--- config.mk ---
export PLATFORM = sky130hd
export DESIGN_NAME = axis_bram_reader
export DESIGN_NICKNAME = d
export VERILOG_FILES = /design/src/rtl/axis_bram_reader.sv
export SDC_FILE = /design/constraint.sdc
export NUM_CORES = 1
export LEC_CHECK = 0
export CELL_PAD_IN_SITES_DETAIL_PLACEMENT = 1
export CELL_PAD_IN_SITES_GLOBAL_PLACEMENT = 1
export CORE_MARGIN = 2
export CORE_UTILIZATION = 30
export CTS_CLUSTER_DIAMETER = 60
export CTS_CLUSTER_SIZE = 8
export DETAILED_ROUTE_END_ITERATION = 12
export DONT_BUFFER_PORTS = 1
export GPL_ROUTABILITY_DRIVEN = 0
export GPL_TIMING_DRIVEN = 0
export PLACE_DENSITY = 0.56
export SETUP_SLACK_MARGIN = 0.15
export SLEW_MARGIN = 20
export SYNTH_ARGS = -nofsm -noshare
export SYNTH_HDL_FRONTEND = slang
export SYNTH_SLANG_ARGS = --single-unit
--- constraint.sdc ---
create_clock -name aclk -period 3.64 [get_ports aclk]
set_clock_uncertainty 0.05 [all_clocks]
set_input_delay 0.364 -clock aclk [delete_from_list [all_inputs] [get_ports aclk]]
set_output_delay 0.364 -clock aclk [all_outputs]
set_load 0.005 [all_outputs]
--- src/rtl/axis_bram_reader.sv ---
// ---------------------------------------------------------------------------
// axis_bram_reader
//
// Streams a finished capture out of BRAM port B onto an AXI-Stream master.
// A start pulse latches a start address and a word count. Reads are issued
// back-to-back into a pipelined BRAM. Returning samples land in a small skid
// FIFO, which absorbs arbitrary tready backpressure. Each sample is
// sign-extended to the stream width. A transfer ends after the requested
// number of beats, or earlier on a delimiter sample (0x7FFF) when DELIM_STOP
// is set.
//
// Ports
//   aclk, areset        clock and synchronous active-high reset
//   start_i             one-cycle start pulse, honoured only when idle
//   start_addr_i        first BRAM address, sampled with start_i
//   length_i            number of words to read, sampled with start_i
//   busy_o              high while a transfer is reading or draining
//   done_o              one-cycle pulse after the final beat is accepted
//   words_sent_o        beats accepted in the current or last transfer
//   bram_portb_*        BRAM read port (clk, addr, en, rddata)
//   m_axis_*            AXI-Stream master (tdata, tvalid, tready, tlast)
// ---------------------------------------------------------------------------
module axis_bram_reader #(
  parameter int AXIS_TDATA_WIDTH = 32,
  parameter int BRAM_DATA_WIDTH  = 16,
  parameter int BRAM_ADDR_WIDTH  = 16,
  parameter int BRAM_RD_LATENCY  = 2,
  parameter int DELIM_STOP       = 1
) (
  input  logic                        aclk,
  input  logic                        areset,
  input  logic                        start_i,
  input  logic [BRAM_ADDR_WIDTH-1:0]  start_addr_i,
  input  logic [BRAM_ADDR_WIDTH:0]    length_i,
  output logic                        busy_o,
  output logic                        done_o,
  output logic [BRAM_ADDR_WIDTH:0]    words_sent_o,
  output logic                        bram_portb_clk,
  output logic [BRAM_ADDR_WIDTH-1:0]  bram_portb_addr,
  output logic                        bram_portb_en,
  input  logic [BRAM_DATA_WIDTH-1:0]  bram_portb_rddata,
  output logic [AXIS_TDATA_WIDTH-1:0] m_axis_tdata,
  output logic                        m_axis_tvalid,
  input  logic                        m_axis_tready,
  output logic                        m_axis_tlast
);

  localparam int FIFO_DEPTH = BRAM_RD_LATENCY + 2;
  localparam int PTR_W      = $clog2(FIFO_DEPTH);
  localparam int CNT_W      = $clog2(FIFO_DEPTH + 1);

  localparam logic [1:0] S_IDLE  = 2'd0;
  localparam logic [1:0] S_READ  = 2'd1;
  localparam logic [1:0] S_DRAIN = 2'd2;
  localparam logic [1:0] S_DONE  = 2'd3;

  localparam logic [BRAM_DATA_WIDTH-1:0] DELIM_WORD = BRAM_DATA_WIDTH'(16'h7FFF);

  logic [1:0]                   state;
  logic [BRAM_ADDR_WIDTH:0]     len_q;
  logic [BRAM_ADDR_WIDTH:0]     issued;
  logic [BRAM_ADDR_WIDTH-1:0]   next_addr;
  logic                         delim_seen;
  logic [BRAM_RD_LATENCY-1:0]   rd_pipe;
  logic [CNT_W-1:0]             outstanding;

  logic [BRAM_DATA_WIDTH-1:0]   fifo_mem [FIFO_DEPTH];
  logic [PTR_W-1:0]             wr_ptr;
  logic [PTR_W-1:0]             rd_ptr;
  logic [CNT_W-1:0]             fifo_count;

  logic                         start_ok;
  logic                         first_issue;
  logic                         issue_next;
  logic [BRAM_ADDR_WIDTH-1:0]   issue_addr;
  logic                         capture;
  logic                         capture_delim;
  logic                         pop;
  logic                         last_beat;
  logic                         last_accept;
  logic                         head_is_delim;
  logic [BRAM_DATA_WIDTH-1:0]   head;
  logic                         credit_ok;

  assign bram_portb_clk = aclk;

  assign busy_o = (state == S_READ) || (state == S_DRAIN);
  assign done_o = (state == S_DONE);

  // Outputs come straight from the FIFO head and the beat counter. Both only
  // change on an accepted beat, so the beat stays stable while stalled.
  assign head          = fifo_mem[rd_ptr];
  assign m_axis_tvalid = (fifo_count != '0);
  assign head_is_delim = (DELIM_STOP != 0) && (head == DELIM_WORD);
  assign last_beat     = ((words_sent_o + (BRAM_ADDR_WIDTH+1)'(1)) == len_q) || head_is_delim;
  assign m_axis_tlast  = m_axis_tvalid && last_beat;
  assign m_axis_tdata  = m_axis_tvalid ? AXIS_TDATA_WIDTH'($signed(head)) : '0;

  assign pop         = m_axis_tvalid && m_axis_tready;
  assign last_accept = pop && last_beat;

  // A read slot is free when the words already owed to the FIFO (queued,
  // in the BRAM pipe, or issued this cycle), minus the one leaving now,
  // leave room. This guarantees returning data always has a home.
  assign credit_ok   = (outstanding - CNT_W'(pop)) < CNT_W'(FIFO_DEPTH);
  assign start_ok    = (state == S_IDLE) && start_i;
  assign first_issue = start_ok && (length_i != '0);
  assign issue_next  = first_issue ||
                       ((state == S_READ) && !last_accept && (issued != len_q) &&
                        !delim_seen && credit_ok);
  assign issue_addr  = first_issue ? start_addr_i : next_addr;

  assign capture       = rd_pipe[BRAM_RD_LATENCY-1];
  assign capture_delim = (DELIM_STOP != 0) && (bram_portb_rddata == DELIM_WORD);

  // Control FSM, read address generation and transfer bookkeeping.
  // next_addr holds the address of the following read and wraps naturally.
  always_ff @(posedge aclk) begin
    if (areset) begin
      state           <= S_IDLE;
      len_q           <= '0;
      issued          <= '0;
      next_addr       <= '0;
      bram_portb_addr <= '0;
      bram_portb_en   <= 1'b0;
      words_sent_o    <= '0;
      delim_seen      <= 1'b0;
    end else begin
      bram_portb_en <= issue_next;
      if (issue_next) begin
        bram_portb_addr <= issue_addr;
        next_addr       <= issue_addr + BRAM_ADDR_WIDTH'(1);
        issued          <= first_issue ? (BRAM_ADDR_WIDTH+1)'(1)
                                       : issued + (BRAM_ADDR_WIDTH+1)'(1);
      end

      if (start_ok) begin
        len_q        <= length_i;
        words_sent_o <= '0;
        delim_seen   <= 1'b0;
      end else begin
        if (pop) begin
          words_sent_o <= words_sent_o + (BRAM_ADDR_WIDTH+1)'(1);
        end
        if (capture && capture_delim) begin
          delim_seen <= 1'b1;
        end
      end

      case (state)
        S_IDLE: begin
          if (start_i) begin
            state <= (length_i == '0) ? S_DONE : S_READ;
          end
        end
        S_READ: begin
          if (last_accept) begin
            state <= S_DONE;
          end else if ((issued == len_q) || delim_seen) begin
            state <= S_DRAIN;
          end
        end
        S_DRAIN: begin
          if (last_accept) begin
            state <= S_DONE;
          end
        end
        default: begin
          state <= S_IDLE;
        end
      endcase
    end
  end

  // The BRAM pipe tracks which cycles carry valid read data. The outstanding
  // counter is the credit pool. Both are flushed when the final beat goes
  // out, so reads still in flight after a delimiter are silently dropped.
  always_ff @(posedge aclk) begin
    if (areset || last_accept) begin
      rd_pipe     <= '0;
      outstanding <= '0;
    end else begin
      rd_pipe     <= (rd_pipe << 1) | BRAM_RD_LATENCY'(bram_portb_en);
      outstanding <= outstanding + CNT_W'(issue_next) - CNT_W'(pop);
    end
  end

  // Skid FIFO pointers and occupancy. Depth is not necessarily a power of
  // two, so the pointers wrap explicitly.
  always_ff @(posedge aclk) begin
    if (areset || last_accept) begin
      wr_ptr     <= '0;
      rd_ptr     <= '0;
      fifo_count <= '0;
    end else begin
      if (capture) begin
        wr_ptr <= (wr_ptr == PTR_W'(FIFO_DEPTH-1)) ? '0 : wr_ptr + PTR_W'(1);
      end
      if (pop) begin
        rd_ptr <= (rd_ptr == PTR_W'(FIFO_DEPTH-1)) ? '0 : rd_ptr + PTR_W'(1);
      end
      fifo_count <= fifo_count + CNT_W'(capture) - CNT_W'(pop);
    end
  end

  // FIFO storage. It needs no reset because tdata is masked whenever the
  // FIFO is empty.
  always_ff @(posedge aclk) begin
    if (capture) begin
      fifo_mem[wr_ptr] <= bram_portb_rddata;
    end
  end

endmodule

======== After elaboration in Yosys (flattened, before gate mapping) ========
Memories as Yosys holds them, arrays and structs flattened. A register that Yosys moved wholly into a read port is not among the register bits.
Index checks and enable logic that the tools add are counted.
storage, ports and cells
  input bits .............................. 53
  register bits after elaboration ......... 99
  memories ................................ 1
  bits in writable memories ............... 64
  output and inout bits ................... 71
  logic and storage cells ................. 77
operators by class
  mux-type cells .......................... 15
  equal/unequal tests ..................... 13
  magnitude comparators ................... 1
  bitwise logic cells ..................... 1
  reduce and logical (&&, ||, !) cells .... 23
  $add $sub $neg .......................... 10
memories
  memory    words  width  rd ports  clocked after memory_dff  wr ports  RTL line  RTL
  fifo_mem  4      16     1         1                         1         67        logic [BRAM_DATA_WIDTH-1:0] fifo_mem [FIFO_DEPTH];
operators by type and width
  operator                                           number
  adder 17 x 1 -> 17 bit, second input constant      2
  == test 17 bit                                     2
  == test 16 x 15 -> 1 bit, second input constant    2
  two-way mux 32 bit                                 1
  two-way mux 2 bit                                  9
  zero test 17 bit                                   1
  two-way mux 17 bit                                 1
  != test 17 bit                                     1
  nonzero test 17 bit                                1
  adder 16 x 1 -> 16 bit, second input constant      1
  two-way mux 16 bit                                 1
  logical AND 1 bit                                  10
  subtractor 3 x 1 -> 3 bit                          3
  == test 2 bit, second input constant               4
  adder 3 x 1 -> 3 bit                               2
  one-hot mux 2 bit (3 select lines)                 1
  logical OR 1 bit                                   5
  adder 2 x 1 -> 2 bit, second input constant        2
  != test 2 bit, second input constant               2
  less-than comparator 3 bit, second input constant  1
  != test 3 x 2 -> 1 bit, second input constant      1
  AND reduction 3 bit                                1
  nonzero test 3 bit                                 1
  == test 2 x 1 -> 1 bit, second input constant      1
  other kinds (5)                                    7

======== Longest topological paths before layout ========
  word-level depth ........................ 12
  gate-level depth with buffers ........... 19
  gate-level depth less buffers ........... 16

==> metrics.yaml <==
status:
  status: "finished, final reports clean"
routing:
  firstDrtPassIters: 5
  drt_iter0_markers: 358
  ant_nets: 0
  routedWlPerCell_um: 20.5
  vias: 7002
  drc_errors: 0
  vias_per_cell: 5.14
  wl_um: 27900
pwr:
  swShare_pct: 37.9
  p_leak_nw: 3.79
  ir_worst_vdd_v: 0.000353
  clockPowerShare_pct: 30.3
  power_density_nw_per_um2: 639
  p_comb_share_pct: 35.5
  internal_power_mw: 4.34
  switchingPower_mw: 2.65
  seqPwrFrac_pct: 34.2
logic_synthesis:
  synthDistinctLibCells: 73
  ys_dominant_reg_cell: "dfxtp_1"
  synth_area_sq_um: 8660
  synth_nets: 935
  async_flop_share_pct: 0
  yosysSeqAreaShare_pct: 45.5
  ys_warn_count: 0
  synth_cells: 864
  synth_edf_count: 64
  synth_seq_cells: 165
  avgSynthCellArea_sq_um: 10.0
setup_path:
  crit_path_start: "words_sent_o[0]$_SDFFE_PP0P_"
  path_max_fanout: 7
  r2r.worst_path.cells: 18
  critical_path_class: "reg2reg"
  endpoint: "outstanding[2]$_SDFF_PP0_"
  worstSetupEndpointType: "flop"
  rrSetupSlack_ps: 160
  crit_required_ps: 4020
  r2r_start: "words_sent_o[0]$_SDFFE_PP0P_"
  worstPathArrival_ps: 3860
  r2r-end: "outstanding[2]$_SDFF_PP0_"
  setup.worst_path.start_class: "flop"
global_route:
  antenna_found_initial: 0
  grt_pass1_vias: 7508
  grt_pass1_wl_um: 44500
  grt_max_degree: 22
  grt.total_usage_pct: 19.1
  grt_remaining_overflow: 0
timing:
  max_freq_mhz: 287
  finalCritPeriodShare_pct: 95.7
  slew_violations: 0
  worst_pin_slew_ps: 911
  slew_headroom_pct: 39.3
  setup_viol: 0
  hold_viol: 0
  min_period_ps: 3480
  rsz0062_at_grt: "yes"
  setup-tns-final_ps: 0
floorplanning:
  core_sq_um: 28500
  pin_count: 124
  die_w_um: 174
  die_h_um: 174
  rows: 62
  start_util_pct: 30.3
  die_area_sq_um: 30200
cells_and_area:
  fin_nets: 1036
  multi_input_comb_area_sq_um: 4480
  area_growth_pct: 26.2
  seq_area_sq_um: 3970
  antenna_cells: 0
  n_fill_cell: 3231
  layout-drive-gt1-share_pct: 20.8
  utilization_pct: 38.3
clocking:
  tritoncts: "yes"
  clkTransAtPathRegs_ps: 80
  clock_latency_ps: 560
place:
  hpwl_um: 19300
  port_buffers: 0
min_path:
  hold_path.class: "in2reg"
flow_run:
  drv_cap: 0
[kinds of logic after synthesis]
logic type | after synthesis | synth area share [%]
AO/OA/AOI/OAI | 168 | 13.7
XOR/XNOR | 75 | 7.58
adder cells (fa/ha/maj) | 18 | 2.77
buffers and inverters | 92 | 5.65
flip-flops | 165 | 45.5
multiplexers | 36 | 6.47
AND/OR/NAND/NOR | 310 | 18.3
[power groups by stage]
stage / Combinational [mW] / Sequential (mW) / Clock, mW
6_report: 2.48 / 2.39 / 2.11
5_1_grt: 2.75 / 2.43 / 2.23
4_1_cts: 2.42 / 2.38 / 2.17
3_5_place_dp: 2.13 / 2.42 / 0.0178
3_3_place_gp: 2.10 / 2.41 / 0.0178
2_1_floorplan: 1.61 / 2.33 / 0.0178
[registers in the layout, summed over array words and instances (netlist names), named ones only]
signal	count
fifo_count	3
len_q	17
delim_seen	1
issued	17
rd_pipe	2
wr_ptr	2
next_addr	16
words_sent_o	17
bram_portb_addr	16
fifo_mem	64
outstanding	3
state	2
bram_portb_en	1
rd_ptr	2
[stage by stage]
step / power [mW] / setup slack [ps] / instances / area [sq um] / hold slack [ps]
6_report: 6.98 / 155 / 1362 / 10900 / 32.6
2_1_floorplan: 3.96 / 178 / 864 / 8700 / 381
3_3_place_gp: 4.54 / -1010 / 1248 / 9180 / 391
4_1_cts: 6.97 / 75.4 / 1347 / 10700 / 18.1
5_1_grt: 7.40 / -85.7 / 1362 / 10900 / 46.1
3_5_place_dp: 4.57 / -1020 / 1248 / 9180 / 395
[how the worst min path moves through the flow]
stage | startpoint | to | slack, ps | cells after the start
after floorplan | delim_seen$_SDFFE_PP0P_ | delim_seen$_SDFFE_PP0P_ | 380 | 2
after global placement | rd_pipe[0]$_SDFF_PP0_ | rd_pipe[1]$_SDFF_PP0_ | 390 | 1
after detailed placement | aclk | bram_portb_clk | 390 | 1
after CTS | start_addr_i[4] | next_addr[4]$_SDFFE_PP0P_ | 20 | 3
after global routing | start_addr_i[6] | next_addr[6]$_SDFFE_PP0P_ | 50 | 3
final | start_addr_i[2] | next_addr[2]$_SDFFE_PP0P_ | 30 | 3
[worst max-delay path: stages, from the launching register on]
cell and delay (ps):
dfxtp_4 390, ha_4 180, and3_4 160, buf_6 120, a21o_1 150, a221oi_2 230
nor4b_4 280, o211ai_4 140, o31ai_4 290, a21oi_4 120, buf_8 140, nor2_4 100
ha_4 140, inv_2 30, ha_4 140, fa_2 350, xnor2_2 140, xnor2_1 160
nor2_1 50
[cells in the final DEF (no fill, tap or decap), types with 6 or more instances in the layout]
cell type / synthesis / routed
dfxtp_1: 101 / 88
nand2_1: 83 / 76
edfxtp_1: 64 / 64
a21oi_1: 63 / 62
nor2_1: 64 / 61
buf_4: 20 / 51
dlygate4sd3_1: 0 / 46
xnor2_1: 46 / 45
nand4_1: 32 / 32
xor2_1: 29 / 29
nand3_1: 27 / 26
o21ai_0: 24 / 24
clkbuf_1: 28 / 21
and2_1: 24 / 21
and3_1: 25 / 21
inv_1: 24 / 20
clkbuf_16: 0 / 20
mux2i_1: 20 / 19
mux4_2: 16 / 16
nor3_1: 12 / 11
ha_1: 16 / 11
buf_6: 8 / 10
a211oi_1: 11 / 10
dfxtp_2: 0 / 9
or3_1: 8 / 8
nor4_1: 9 / 7
o211ai_1: 7 / 7
o21ai_1: 6 / 6
a2111oi_2: 6 / 6
[synth_stat cells (4+ instances only)]
cell	count	area, sq um
a2111oi_2	6	90.1
a211oi_1	11	82.6
a21oi_1	63	315
a31oi_1	6	37.5
and2_1	24	150
and3_1	25	156
and4_1	4	35.0
buf_1	4	15.0
buf_2	7	35.0
buf_4	20	150
buf_6	8	90.1
clkbuf_1	28	105
dfxtp_1	101	2020
edfxtp_1	64	1920
ha_1	16	200
inv_1	24	90.1
mux2i_1	20	200
mux4_2	16	360
nand2_1	83	312
nand3_1	27	135
nand4_1	32	200
nor2_1	64	240
nor3_1	12	60.1
nor4_1	9	56.3
o211ai_1	7	52.6
o21ai_0	24	120
o21ai_1	6	30.0
o31ai_1	6	45.0
or3_1	8	50.1
xnor2_1	46	403
xor2_1	29	254
[layout make-up]
type / count / share of cell area, %
Buffer: 67 / 4.43
Inverter: 25 / 0.904
Sequential cell: 165 / 36.3
Clock inverter: 15 / 1.87
Clock buffer: 20 / 4.58
Tap cell: 384 / 4.40
Timing Repair Buffer: 79 / 6.55
Multi-Input combinational cell: 607 / 41.0
[routing by layer]
metal / share of wire (%) / track usage [%]
met1: 44 / 24.5
met2: 49 / 32.0
met3: 5.5 / 5.21
met4: 1.3 / 4.94
met5: 0 / 0
[repair_timing]
action | 4_1_cts | 5_1_grt
pin swaps | 17 | 16
setup buffers | 18 | 15
resized for setup | 63 | 28
hold buffers | 46 | 0
hold endpoints to repair | 99 | 0
endpoints found under the setup margin | 23 | 8
Note: power is estimated with default switching activity, not from simulation.
==> edit (same flow settings) <==
`BRAM_ADDR_WIDTH`: 16 -> 17.
--- a/src/rtl/axis_bram_reader.sv
+++ b/src/rtl/axis_bram_reader.sv
@@ -23,7 +23,7 @@
 module axis_bram_reader #(
   parameter int AXIS_TDATA_WIDTH = 32,
   parameter int BRAM_DATA_WIDTH  = 16,
-  parameter int BRAM_ADDR_WIDTH  = 16,
+  parameter int BRAM_ADDR_WIDTH  = 17,
   parameter int BRAM_RD_LATENCY  = 2,
   parameter int DELIM_STOP       = 1
 ) (
Ports: changed (resized bram_portb_addr, length_i, start_addr_i and words_sent_o); port bits go from 124 to 128. No check against the original RTL was run, so the function may have changed too.
==> edit against the unedited design <==
The run now ends with negative setup slack left; non-clock buffer count shrank 12; design area is 1.0% lower; sequential cell count up 5; area after synthesis decreased by 0.78%; setup slack worse by 0.20 ns; routed wire length is 4.5% lower; sequential share of layout area up 1.3 points; first-iteration DRC count decreased by 3.4%; total power fell by 4.8%.
==> edit: results (changes against the unedited design) <==
run status: finished, violations left
failing checks: negative setup slack
crit path DAT: 4.07 ns (+0.21 ns)
synth cell count leaders: dfxtp_1, nand2_1, edfxtp_1
final setup margin: -0.04549 ns (-0.2006 ns)
Synth Net Count: 946 (+1.2%)
IO Port Bufs: 0 (unchanged)
Reg-to-Reg End: outstanding[2]
insertion delay to the later sink of the worst-skew pair: 0.57 ns
number of global-route vias before repair: 7163 (-4.6%)
Worst-path clk slew: 0.10 ns (+0.02 ns)
total number of yosys warnings: 0 (unchanged)
GR Util All Layers: 18.05% (-1.1 points)
Seq/Total Area, Yosys: 47.06% (+1.5 points)
CP max FO: 7 (unchanged)
Crit path largest cell delay: 0.45 ns (+0.06 ns)
switching part of the total: 36.39% (-1.5 points)
first-pass GRT wire length: 42010 um (-5.7%)
pin count of the biggest net entering global routing: 23 (+4.5%)
Rel. slew slack: 39.28% (about the same)
wirelength, routed: 26600 um (-4.5%)
initial drt markers: 346 (-3.4%)
layout cell share with drive strength beyond 1: 17.33% (-3.4 points)
Critical Path Start: words_sent_o[0]
Largest Register: fifo_mem
nets: 1041 (+0.48%)
max FFs per register: 64 (unchanged)
Pleak: 3.832 nW (+1.2%)
worst vdd ir: 0.2419 mV (-32%)
post-synth cell types: 66 (-9.6%)
Final setup viols: 1 (+1)
initial antenna violation count: 1 (+1)
hpwl dp: 18710 um (-3.3%)
routed vias/inst: 5.022 (-2.3%)
P&R area growth vs syn: 25.90%
Area contributors post-synth: dfxtp_1, edfxtp_1, nand2_1
crit-path leading delay family: simple AND/OR/NAND/NOR gates
==> edit: area by class of cell <==
type                       instances  area [um2]
buffer                            61       439.2
clock buffer                      20       500.5
clock inverter                    15       216.5
fill                            3176       17190
inverter                          26       97.59
multi-input combinational        616        4339
sequential                       170        4075
tap                              378       473.0
timing repair buffer              73       678.2
==> edit: layer usage <==
layer | vias up | global-route usage, % | wire (um)
li1 | 3317 | - | -
met1 | 3352 | 24.01 | 12360
met2 | 135 | 28.93 | 12620
met3 | 21 | 4.583 | 1281
met4 | 0 | 5.367 | 332
met5 | - | 0 | 0
==> edit: logic make-up (layout without fill, tap and decap cells) <==
| kind of cell | count (synthesis) | count (layout) | synth area share, % |
|---|---|---|---|
| adders and majority gates | 18 | 18 | 2.796 |
| muxes | 37 | 37 | 6.640 |
| AOI/OAI and AO/OA | 167 | 167 | 11.91 |
| buffers and inverters | 87 | 195 | 5.125 |
| xor gates and xnor gates | 79 | 79 | 8.052 |
| and+or+nand+nor | 315 | 315 | 18.42 |
| DFF | 170 | 170 | 47.06 |
==> edit: through the flow <==
step	setup TNS (ns)	cell area (um2)	hold slack, ns	setup slack, ns	instances
6_report	-0.04549	10820	0.02142	-0.04549	1359
5_1_grt	-0.3901	10820	0.01542	-0.2443	1359
4_1_cts	-0.1948	10670	0.001865	-0.1275	1347
3_5_place_dp	-5.313	9153	0.3528	-1.077	1251
3_3_place_gp	-5.208	9153	0.3517	-1.085	1251
2_1_floorplan	0	8680	0.3436	0.05752	873
==> edit: worst min path at each step <==
stage                    endpoint  slack (ns)        from  depth (start not counted)
2_1_floorplan          rd_pipe[1]        0.34  rd_pipe[0]                          2
3_3_place_gp           rd_pipe[1]        0.35  rd_pipe[0]                          2
3_5_place_dp           rd_pipe[1]        0.35  rd_pipe[0]                          2
4_1_cts        bram_portb_addr[2]       0.002      areset                          3
5_1_grt        bram_portb_addr[9]        0.02      areset                          2
6_report            next_addr[15]        0.02      areset                          2
==> edit: repair_timing <==
| item | in CTS | in global routing |
|---|---|---|
| hold buffers | 49 | 0 |
| hold endpoints to repair | 110 | 0 |
| resized for setup | 58 | 19 |
| pin swaps | 10 | 9 |
| setup endpoints to repair | 30 | 9 |
| buffers inserted | 12 | 12 |
==> edit: power by group through the flow <==
stage | Clock, W | Combinational, W | Sequential, W
final | 0.00214 | 0.00211 | 0.00240
after global placement | 0.0000178 | 0.00190 | 0.00244
after global routing | 0.00228 | 0.00235 | 0.00244
after floorplan | 0.0000178 | 0.00146 | 0.00236
after detailed placement | 0.0000178 | 0.00192 | 0.00244
after CTS | 0.00221 | 0.00209 | 0.00240
